**config.mk**
```make
export PLATFORM = sky130hd
export DESIGN_NAME = irq_controller
export DESIGN_NICKNAME = d
export VERILOG_FILES = /design/src/rtl/irq_controller.sv
export SDC_FILE = /design/constraint.sdc
export NUM_CORES = 1
export LEC_CHECK = 0
export ABC_CLOCK_PERIOD_IN_PS = 10900
export BUFFER_PORTS_ARGS = -buffer_cell sky130_fd_sc_hd__buf_2
export CAP_MARGIN = 20
export CORE_MARGIN = 2
export CORE_UTILIZATION = 40
export DETAILED_ROUTE_END_ITERATION = 7
export GPL_ROUTABILITY_DRIVEN = 1
export SKIP_CTS_REPAIR_TIMING = 1
export SLEW_MARGIN = 10
export SYNTH_ARGS = -nofsm -noshare
export SYNTH_HDL_FRONTEND = slang
export SYNTH_SLANG_ARGS = --single-unit
```
**constraint.sdc**
```tcl
create_clock -name clk -period 10.9 [get_ports clk]
set_clock_uncertainty 0.2 [all_clocks]
set_input_delay 2.18 -clock clk [delete_from_list [all_inputs] [get_ports clk]]
set_output_delay 2.18 -clock clk [all_outputs]
set_load 0.005 [all_outputs]
```
**src/rtl/irq_controller.sv**
```systemverilog
// Fixed-priority interrupt sequencer: 6502-style entry (vector fetch, push PC/P) and RTI return.
// Optional macro IRQ_NEST_EN enables an in-service priority stack of NEST_DEPTH levels.
module irq_controller #(
    parameter int                 NUM_SRC    = 4,
    parameter logic [15:0]        VEC_BASE   = 16'hFFF8,
    parameter logic [NUM_SRC-1:0] NMI_MASK   = 4'b0001,
    parameter logic [NUM_SRC-1:0] LEVEL_MASK = 4'b1000,
    parameter logic [7:0]         STACK_PAGE = 8'h01,
    parameter int                 NEST_DEPTH = 2,
    localparam int                SRC_W      = (NUM_SRC > 1) ? $clog2(NUM_SRC) : 1
) (
    input  logic               clk,
    input  logic               rst,
    input  logic               halt,
    input  logic [NUM_SRC-1:0] irq_src,
    input  logic               start,
    input  logic               is_rti,
    input  logic [15:0]        pc_in,
    input  logic [7:0]         status_in,
    input  logic [7:0]         sp_in,
    output logic [15:0]        mem_addr,
    input  logic [7:0]         mem_rdata,
    output logic [7:0]         mem_wdata,
    output logic               mem_we,
    output logic [15:0]        pc_out,
    output logic [7:0]         status_out,
    output logic [7:0]         sp_out,
    output logic               done,
    output logic               busy,
    output logic [SRC_W-1:0]   active_src,
    output logic               in_service
);

    typedef enum logic [3:0] {
        IDLE, VEC_LO, VEC_HI, PUSH_PCH, PUSH_PCL, PUSH_P,
        POP_P, POP_PCL, POP_PCH, POP_WAIT, DONE
    } state_t;

    state_t             state_r, next_state_s;
    logic [NUM_SRC-1:0] irq_prev_r, latch_r, rise_s, clr_s;
    logic [NUM_SRC-1:0] pending_s, allow_s, eligible_s;
    logic [SRC_W-1:0]   winner_s, src_sel_s, active_src_r;
    logic [15:0]        vec_addr_s, addr_nx_s, mem_addr_r, pc_out_r;
    logic [7:0]         wdata_nx_s, mem_wdata_r, status_out_r, sp_out_r;
    logic               we_nx_s, mem_we_r, done_r, busy_r, in_service_r, svc_after_pop_s;
    logic [7:0]         vec_lo_r, vec_hi_r, pop_p_r, pop_pcl_r, pop_pch_r;
    logic               pop_wait_r;

    function automatic logic [SRC_W-1:0] first_set(input logic [NUM_SRC-1:0] v);
        first_set = {SRC_W{1'b0}};
        for (int i = NUM_SRC - 1; i >= 0; i--) begin
            if (v[i]) first_set = SRC_W'(i);
        end
    endfunction

    assign rise_s     = irq_src & ~irq_prev_r & ~LEVEL_MASK;
    assign pending_s  = (latch_r & ~LEVEL_MASK) | (irq_src & LEVEL_MASK);
    assign eligible_s = pending_s & (NMI_MASK | {NUM_SRC{~status_in[2]}}) & allow_s;
    assign winner_s   = first_set(eligible_s);
    assign src_sel_s  = (state_r == IDLE) ? winner_s : active_src_r;
    assign vec_addr_s = VEC_BASE + {{(15-SRC_W){1'b0}}, src_sel_s, 1'b0};

`ifdef IRQ_NEST_EN
    localparam int CNT_W = $clog2(NEST_DEPTH + 1);

    logic [SRC_W-1:0] nest_stack_r [NEST_DEPTH];
    logic [CNT_W-1:0] nest_cnt_r;
    logic [SRC_W-1:0] nest_top_s;
    logic             nest_full_s;

    // Top-of-stack lookup and preemption filter: only strictly higher priority may enter
    always_comb begin
        nest_top_s = {SRC_W{1'b0}};
        allow_s    = {NUM_SRC{1'b0}};
        for (int k = 0; k < NEST_DEPTH; k++) begin
            if (CNT_W'(k + 1) == nest_cnt_r) nest_top_s = nest_stack_r[k];
            else nest_top_s = nest_top_s;
        end
        nest_full_s = (nest_cnt_r == CNT_W'(NEST_DEPTH));
        for (int i = 0; i < NUM_SRC; i++) begin
            allow_s[i] = (nest_cnt_r == {CNT_W{1'b0}}) ||
                         (!nest_full_s && (SRC_W'(i) < nest_top_s));
        end
        svc_after_pop_s = (nest_cnt_r > CNT_W'(1));
    end

    // Push the serviced source on entry completion, pop one level on return completion
    always_ff @(posedge clk or negedge rst) begin
        if (!rst) begin
            nest_cnt_r <= {CNT_W{1'b0}};
            for (int k = 0; k < NEST_DEPTH; k++) nest_stack_r[k] <= {SRC_W{1'b0}};
        end else if (!halt && next_state_s == DONE) begin
            if (state_r == PUSH_P) begin
                for (int k = 0; k < NEST_DEPTH; k++) begin
                    if (CNT_W'(k) == nest_cnt_r) nest_stack_r[k] <= active_src_r;
                end
                nest_cnt_r <= nest_cnt_r + CNT_W'(1);
            end else if (state_r == POP_WAIT) begin
                nest_cnt_r <= nest_cnt_r - CNT_W'(1);
            end
        end
    end
`else
    assign allow_s         = {NUM_SRC{~in_service_r}};
    assign svc_after_pop_s = 1'b0;
`endif

    // Next-state and next bus cycle; bus outputs are registered from the state being entered
    always_comb begin
        next_state_s = state_r;
        addr_nx_s    = 16'h0000;
        wdata_nx_s   = 8'h00;
        we_nx_s      = 1'b0;
        if (halt) begin
            next_state_s = state_r;
        end else begin
            case (state_r)
                IDLE: begin
                    if (!start)                      next_state_s = IDLE;
                    else if (is_rti && in_service_r) next_state_s = POP_P;
                    else if (|eligible_s)            next_state_s = VEC_LO;
                    else                             next_state_s = DONE;
                end
                VEC_LO:   next_state_s = VEC_HI;
                VEC_HI:   next_state_s = PUSH_PCH;
                PUSH_PCH: next_state_s = PUSH_PCL;
                PUSH_PCL: next_state_s = PUSH_P;
                PUSH_P:   next_state_s = DONE;
                POP_P:    next_state_s = POP_PCL;
                POP_PCL:  next_state_s = POP_PCH;
                POP_PCH:  next_state_s = POP_WAIT;
                // Two cycles here: the last read returns in the first, the second aligns return with entry
                POP_WAIT: next_state_s = pop_wait_r ? DONE : POP_WAIT;
                DONE:     next_state_s = IDLE;
                default:  next_state_s = IDLE;
            endcase
        end
        case (next_state_s)
            VEC_LO:   addr_nx_s = vec_addr_s;
            VEC_HI:   addr_nx_s = vec_addr_s + 16'd1;
            PUSH_PCH: begin addr_nx_s = {STACK_PAGE, sp_in};         wdata_nx_s = pc_in[15:8]; we_nx_s = 1'b1; end
            PUSH_PCL: begin addr_nx_s = {STACK_PAGE, sp_in - 8'd1}; wdata_nx_s = pc_in[7:0];  we_nx_s = 1'b1; end
            PUSH_P:   begin addr_nx_s = {STACK_PAGE, sp_in - 8'd2}; wdata_nx_s = status_in;   we_nx_s = 1'b1; end
            POP_P:    addr_nx_s = {STACK_PAGE, sp_in + 8'd1};
            POP_PCL:  addr_nx_s = {STACK_PAGE, sp_in + 8'd2};
            POP_PCH:  addr_nx_s = {STACK_PAGE, sp_in + 8'd3};
            default:  addr_nx_s = 16'h0000;
        endcase
    end

    // Source latches keep capturing while halted; set beats the clear issued on entering VEC_LO
    always_comb begin
        clr_s = {NUM_SRC{1'b0}};
        if (state_r == IDLE && next_state_s == VEC_LO) clr_s = {{(NUM_SRC-1){1'b0}}, 1'b1} << winner_s;
        else clr_s = {NUM_SRC{1'b0}};
    end

    // Edge detector and pending latches
    always_ff @(posedge clk or negedge rst) begin
        if (!rst) begin
            irq_prev_r <= {NUM_SRC{1'b0}};
            latch_r    <= {NUM_SRC{1'b0}};
        end else begin
            irq_prev_r <= irq_src;
            latch_r    <= (latch_r & ~clr_s) | rise_s;
        end
    end

    // Sequencer state, bus registers, read-data captures and result registers
    always_ff @(posedge clk or negedge rst) begin
        if (!rst) begin
            state_r      <= IDLE;
            mem_addr_r   <= 16'h0000;
            mem_wdata_r  <= 8'h00;
            mem_we_r     <= 1'b0;
            done_r       <= 1'b0;
            busy_r       <= 1'b0;
            active_src_r <= {SRC_W{1'b0}};
            in_service_r <= 1'b0;
            pc_out_r     <= 16'h0000;
            status_out_r <= 8'h00;
            sp_out_r     <= 8'h00;
            vec_lo_r     <= 8'h00;
            vec_hi_r     <= 8'h00;
            pop_p_r      <= 8'h00;
            pop_pcl_r    <= 8'h00;
            pop_pch_r    <= 8'h00;
            pop_wait_r   <= 1'b0;
        end else if (!halt) begin
            state_r     <= next_state_s;
            mem_addr_r  <= addr_nx_s;
            mem_wdata_r <= wdata_nx_s;
            mem_we_r    <= we_nx_s;
            done_r      <= (next_state_s == DONE);
            busy_r      <= (next_state_s != IDLE);
            if (state_r == IDLE && next_state_s == VEC_LO) active_src_r <= winner_s;
            case (state_r)
                VEC_HI:   vec_lo_r  <= mem_rdata;
                PUSH_PCH: vec_hi_r  <= mem_rdata;
                POP_PCL:  pop_p_r   <= mem_rdata;
                POP_PCH:  pop_pcl_r <= mem_rdata;
                POP_WAIT: begin
                    if (!pop_wait_r) pop_pch_r <= mem_rdata;
                    pop_wait_r <= ~pop_wait_r;
                end
                default: pop_wait_r <= 1'b0;
            endcase
            if (next_state_s == DONE) begin
                case (state_r)
                    IDLE: begin
                        pc_out_r     <= pc_in;
                        status_out_r <= status_in;
                        sp_out_r     <= sp_in;
                    end
                    PUSH_P: begin
                        pc_out_r     <= {vec_hi_r, vec_lo_r};
                        status_out_r <= status_in | 8'h04;
                        sp_out_r     <= sp_in - 8'd3;
                        in_service_r <= 1'b1;
                    end
                    POP_WAIT: begin
                        pc_out_r     <= {pop_pch_r, pop_pcl_r};
                        status_out_r <= pop_p_r;
                        sp_out_r     <= sp_in + 8'd3;
                        in_service_r <= svc_after_pop_s;
                    end
                    default: in_service_r <= in_service_r;
                endcase
            end
        end
    end

    assign mem_addr   = mem_addr_r;
    assign mem_wdata  = mem_wdata_r;
    assign mem_we     = mem_we_r;
    assign pc_out     = pc_out_r;
    assign status_out = status_out_r;
    assign sp_out     = sp_out_r;
    assign done       = done_r;
    assign busy       = busy_r;
    assign active_src = active_src_r;
    assign in_service = in_service_r;

endmodule
```
==> reports/metrics.csv <==
stage,metric,value,unit
yosys,Seq cells post-synth,107,
yosys,compound-cell area share of the yosys netlist,20.6,%
yosys,XOR/XNOR Fraction of Synth Area,2.98,%
timing,hold_ws,215,ps
final_layout,share of cells above drive strength 1,28.8,%
setup_path,Reg-to-Reg End,mem_addr[6]$_DFFE_PN0N_,
pwr,leak pwr,3.19,nW
pwr,combinational share of power,44.2,%
detailed_routing,total number of vias,5082,
setup_path,Reg2Reg Depth,15,
floorplan,boundary pin count,111,
detailed_routing,drt pass-1 iters,8,
setup_path,critical setup path kind,in -> reg,
pwr,clock share of power,18.6,%
yosys,ys async rst share,100,%
global_routing,Congestion Overflow GR,0,
yosys,simple-gate share of the synthesized area,13.5,%
min_path,Hold Crit Start,irq_prev_r[2]$_DFF_PN0_,
yosys,"Seq/Total Area, Yosys",44.2,%
floorplan,Die Height,127,um
setup_path,FF-to-FF Start,state_r[1]$_DFFE_PN0N_,
outcome,status,completed,
yosys,most frequent cell after synthesis,dfrtp_1,
yosys,post-synthesis cell area,6050,um2
setup_path,"Data arrival, critical path",6140,ps
timing,Worst-Margin Slew,943,ps
timing,Setup TNS Final,0,ps
detailed_routing,Routed WL,16800,um
job,max cap viols,0,
min_path,Worst Hold Depth,1,
pwr,Peak VDD IR,0.000151,V
global_routing,antenna violations before repair,0,
timing,"Slew Viols, Final",0,
final_layout,Layout Nets,753,
floorplan,row count,44,
final_layout,synthesis-to-layout area growth,15.0,%
setup_path,critical path's top delay family,compound AO/OA/AOI/OAI gates,
yosys,Synth Area per Inst,10.0,um2
clocking,CTS tree,built,
detailed_routing,Final ANT Viol Nets,0,
yosys,Syn Nets,670,
pwr,P_int,1.08,mW
setup_path,crit path max fanout,46,
floorplan,core area,14600,um2
timing,Final Critical Period,6040,ps
yosys,Post-synth top cells,"107 x dfrtp_1, 62 x nand2_1, 46 x mux2_2",
setup_path,cell breakdown of the critical path,buf_2 > a2bb2oi_1 > o31a_1 > inv_2 > a21oi_1 > nand3_1 > ha_1 > a21oi_1 > a21oi_1 > o21a_1 > or4_1 > a21oi_1 > o221a_1 > o31a_1,
timing,# setup viols final,0,
placed_design,port bufs,110,
placed_design,post-place setup slack,4570,ps
min_path,Tightest Hold Check Type,reg -> reg,
yosys,top cell type's share of synthesized area,44.2,%
pwr,NetSw,0.723,mW
yosys,Cell variety after synth,77,
yosys,multiplexer share of the synthesized area,10.3,%
timing,fmax,166,MHz
setup_path,Startpoint Class,input pin,
yosys,Mapped Cells,604,
yosys,Post-Synth Adder-Cell Area,3.76,%
setup_path,crit-path most repeated cell,a21oi_1,
floorplan,Starting Density,41.3,%
pwr,Sw Ratio,40.1,%
detailed_routing,Iteration-0 DRC Markers,387,
yosys,cell taking the most area after synthesis,dfrtp_1,
yosys,largest family of logic cells by synthesized area,compound AO/OA/AOI/OAI gates,
setup_path,reg2reg setup slack,6220,ps
clocking,Clock Tree Buf Depth,2,
clocking,"Clk Latency, worst-skew pair",360,ps
timing,PnR worst setup slack,4860,ps
clocking,# H-tree levels,3,
setup_path,Crit-path slowest cell,buf_2,
placed_design,Post-DP HPWL,11800,um
global_routing,GRT Resource Usage Total,21.5,%
pwr,pwr/cell area,259,nW/um2
yosys,Synth warnings,0,
pwr,sequential share of power,37.2,%
global_routing,first-pass GRT wire length,27200,um
clocking,CTS Sinks,107,
global_routing,number of global-route vias before repair,5118,
final_layout,Antenna diodes,0,
detailed_routing,WL/cell,19.1,um
detailed_routing,residual DRC count,0,
timing,period utilization,55.4,%
floorplan,Die Width,127,um
yosys,Main synth FF type,dfrtp_1,
clocking,root buf cell,clkbuf_16,
setup_path,number of buffer and inverter stages on the critical path,2,
setup_path,Crit. End Element,flop,
floorplan,Die Area,16100,um2
setup_path,CP required,11000,ps
timing,Final Hold Vio Count,0,
yosys,Synth area leaders,"dfrtp_1 44%, mux2_2 8.6%, nand2_1 3.8%",
yosys,number of enable flip-flop cells after synthesis,0,
global_routing,largest net degree at the start of global routing,67,
clocking,"CTS clk-pin slew, worst paths",80,ps
detailed_routing,vias per cell,5.80,
clocking,Num CTS Buffers,9,
timing,Slew HR,36.7,%
placed_design,RD Place Congestion,0.990,
timing,unrepaired setup endpoints after global routing,no,
setup_path,Critical Path Max Stage Delay,670,ps
min_path,hold path endpoint,latch_r[2]$_DFF_PN0_,
metrics by stage:
stage / cells / total power [mW] / utilization (%) / cell area (um2)
floorplan: 604 / 1.21 / - / 6050
global placement: 860 / 1.45 / 45.5 / 6660
detailed placement: 860 / 1.47 / 45.5 / 6660
CTS: 876 / 1.81 / 47.5 / 6960
global route: 876 / 1.94 / 47.5 / 6960
finish: 876 / 1.80 / 47.5 / 6960
cells in the final DEF, fill, tap and decap left out, types with 6 or more instances in the layout:
master     instances
buf_2            109
dfrtp_1          107
nand2_1           62
mux2_2            46
a21oi_1           37
o21ai_0           34
o21ai_1           32
nor2_1            19
a22oi_1           17
a22o_1            16
ha_1              15
nand3_1           14
nor3_1            11
xnor2_1           11
inv_1             10
mux2i_1            9
clkbuf_16          9
or3_1              7
xor2_1             7
o21a_1             6
a21o_1             6
buf_4              6
power groups by stage:
| stage | registers, mW | logic, mW | clock network (mW) |
|---|---|---|---|
| floorplan | 0.642 | 0.568 | 0 |
| CTS | 0.670 | 0.796 | 0.346 |
| finish | 0.671 | 0.797 | 0.335 |
| global route | 0.694 | 0.880 | 0.362 |
| detailed placement | 0.676 | 0.792 | 0 |
| global placement | 0.670 | 0.784 | 0 |
cells by family after synthesis:
logic type / after synthesis
compound gates: 191
xor+xnor: 19
fa+ha+maj: 17
buf+inv: 58
flops: 107
mux: 56
simple gates: 156
worst register-to-register path, delay by kind of cell, from the launching register on:
family,cells,cell delay (ps)
AOI/OAI and AO/OA,8,1640
adders and majority gates,1,420
buffers and inverters,1,140
DFF,1,820
and+or+nand+nor,5,1340
per-layer routing:
metal,vias up,share of wire [%],GRT usage (%)
met5,-,0,0
met2,196,45,33.3
li1,2381,-,-
met3,34,6.7,5.78
met1,2471,45,29.1
met4,0,3.1,7.56
sequential cells by signal (all words and copies together), names as in the netlist, 4 cells and up:
register    cells
pop_pch_r       8
status_out      8
vec_hi_r        8
mem_addr       10
sp_out          8
mem_wdata       8
state_r         4
pop_pcl_r       8
pop_p_r         8
pc_out         16
vec_lo_r        8
cell type report:
type,instances,area (um2)
tap,184,230
timing repair buffer,115,591
fill,1417,7680
inverter,15,56.3
clock inverter,7,75.1
clock buffer,9,225
sequential,107,2680
multi-input combinational,439,3110
how the worst max path moves through the flow:
stage / start / end / slack, ps / depth (start not counted)
2_1_floorplan: halt / mem_addr[7]$_DFFE_PN0N_ / 5300 / 16
3_3_place_gp: halt / mem_addr[7]$_DFFE_PN0N_ / 4640 / 14
3_5_place_dp: halt / mem_addr[7]$_DFFE_PN0N_ / 4570 / 14
4_1_cts: halt / mem_addr[7]$_DFFE_PN0N_ / 4940 / 14
5_1_grt: halt / mem_addr[7]$_DFFE_PN0N_ / 4570 / 14
6_report: halt / mem_addr[7]$_DFFE_PN0N_ / 4860 / 14
(Power assumes the default switching activity.)
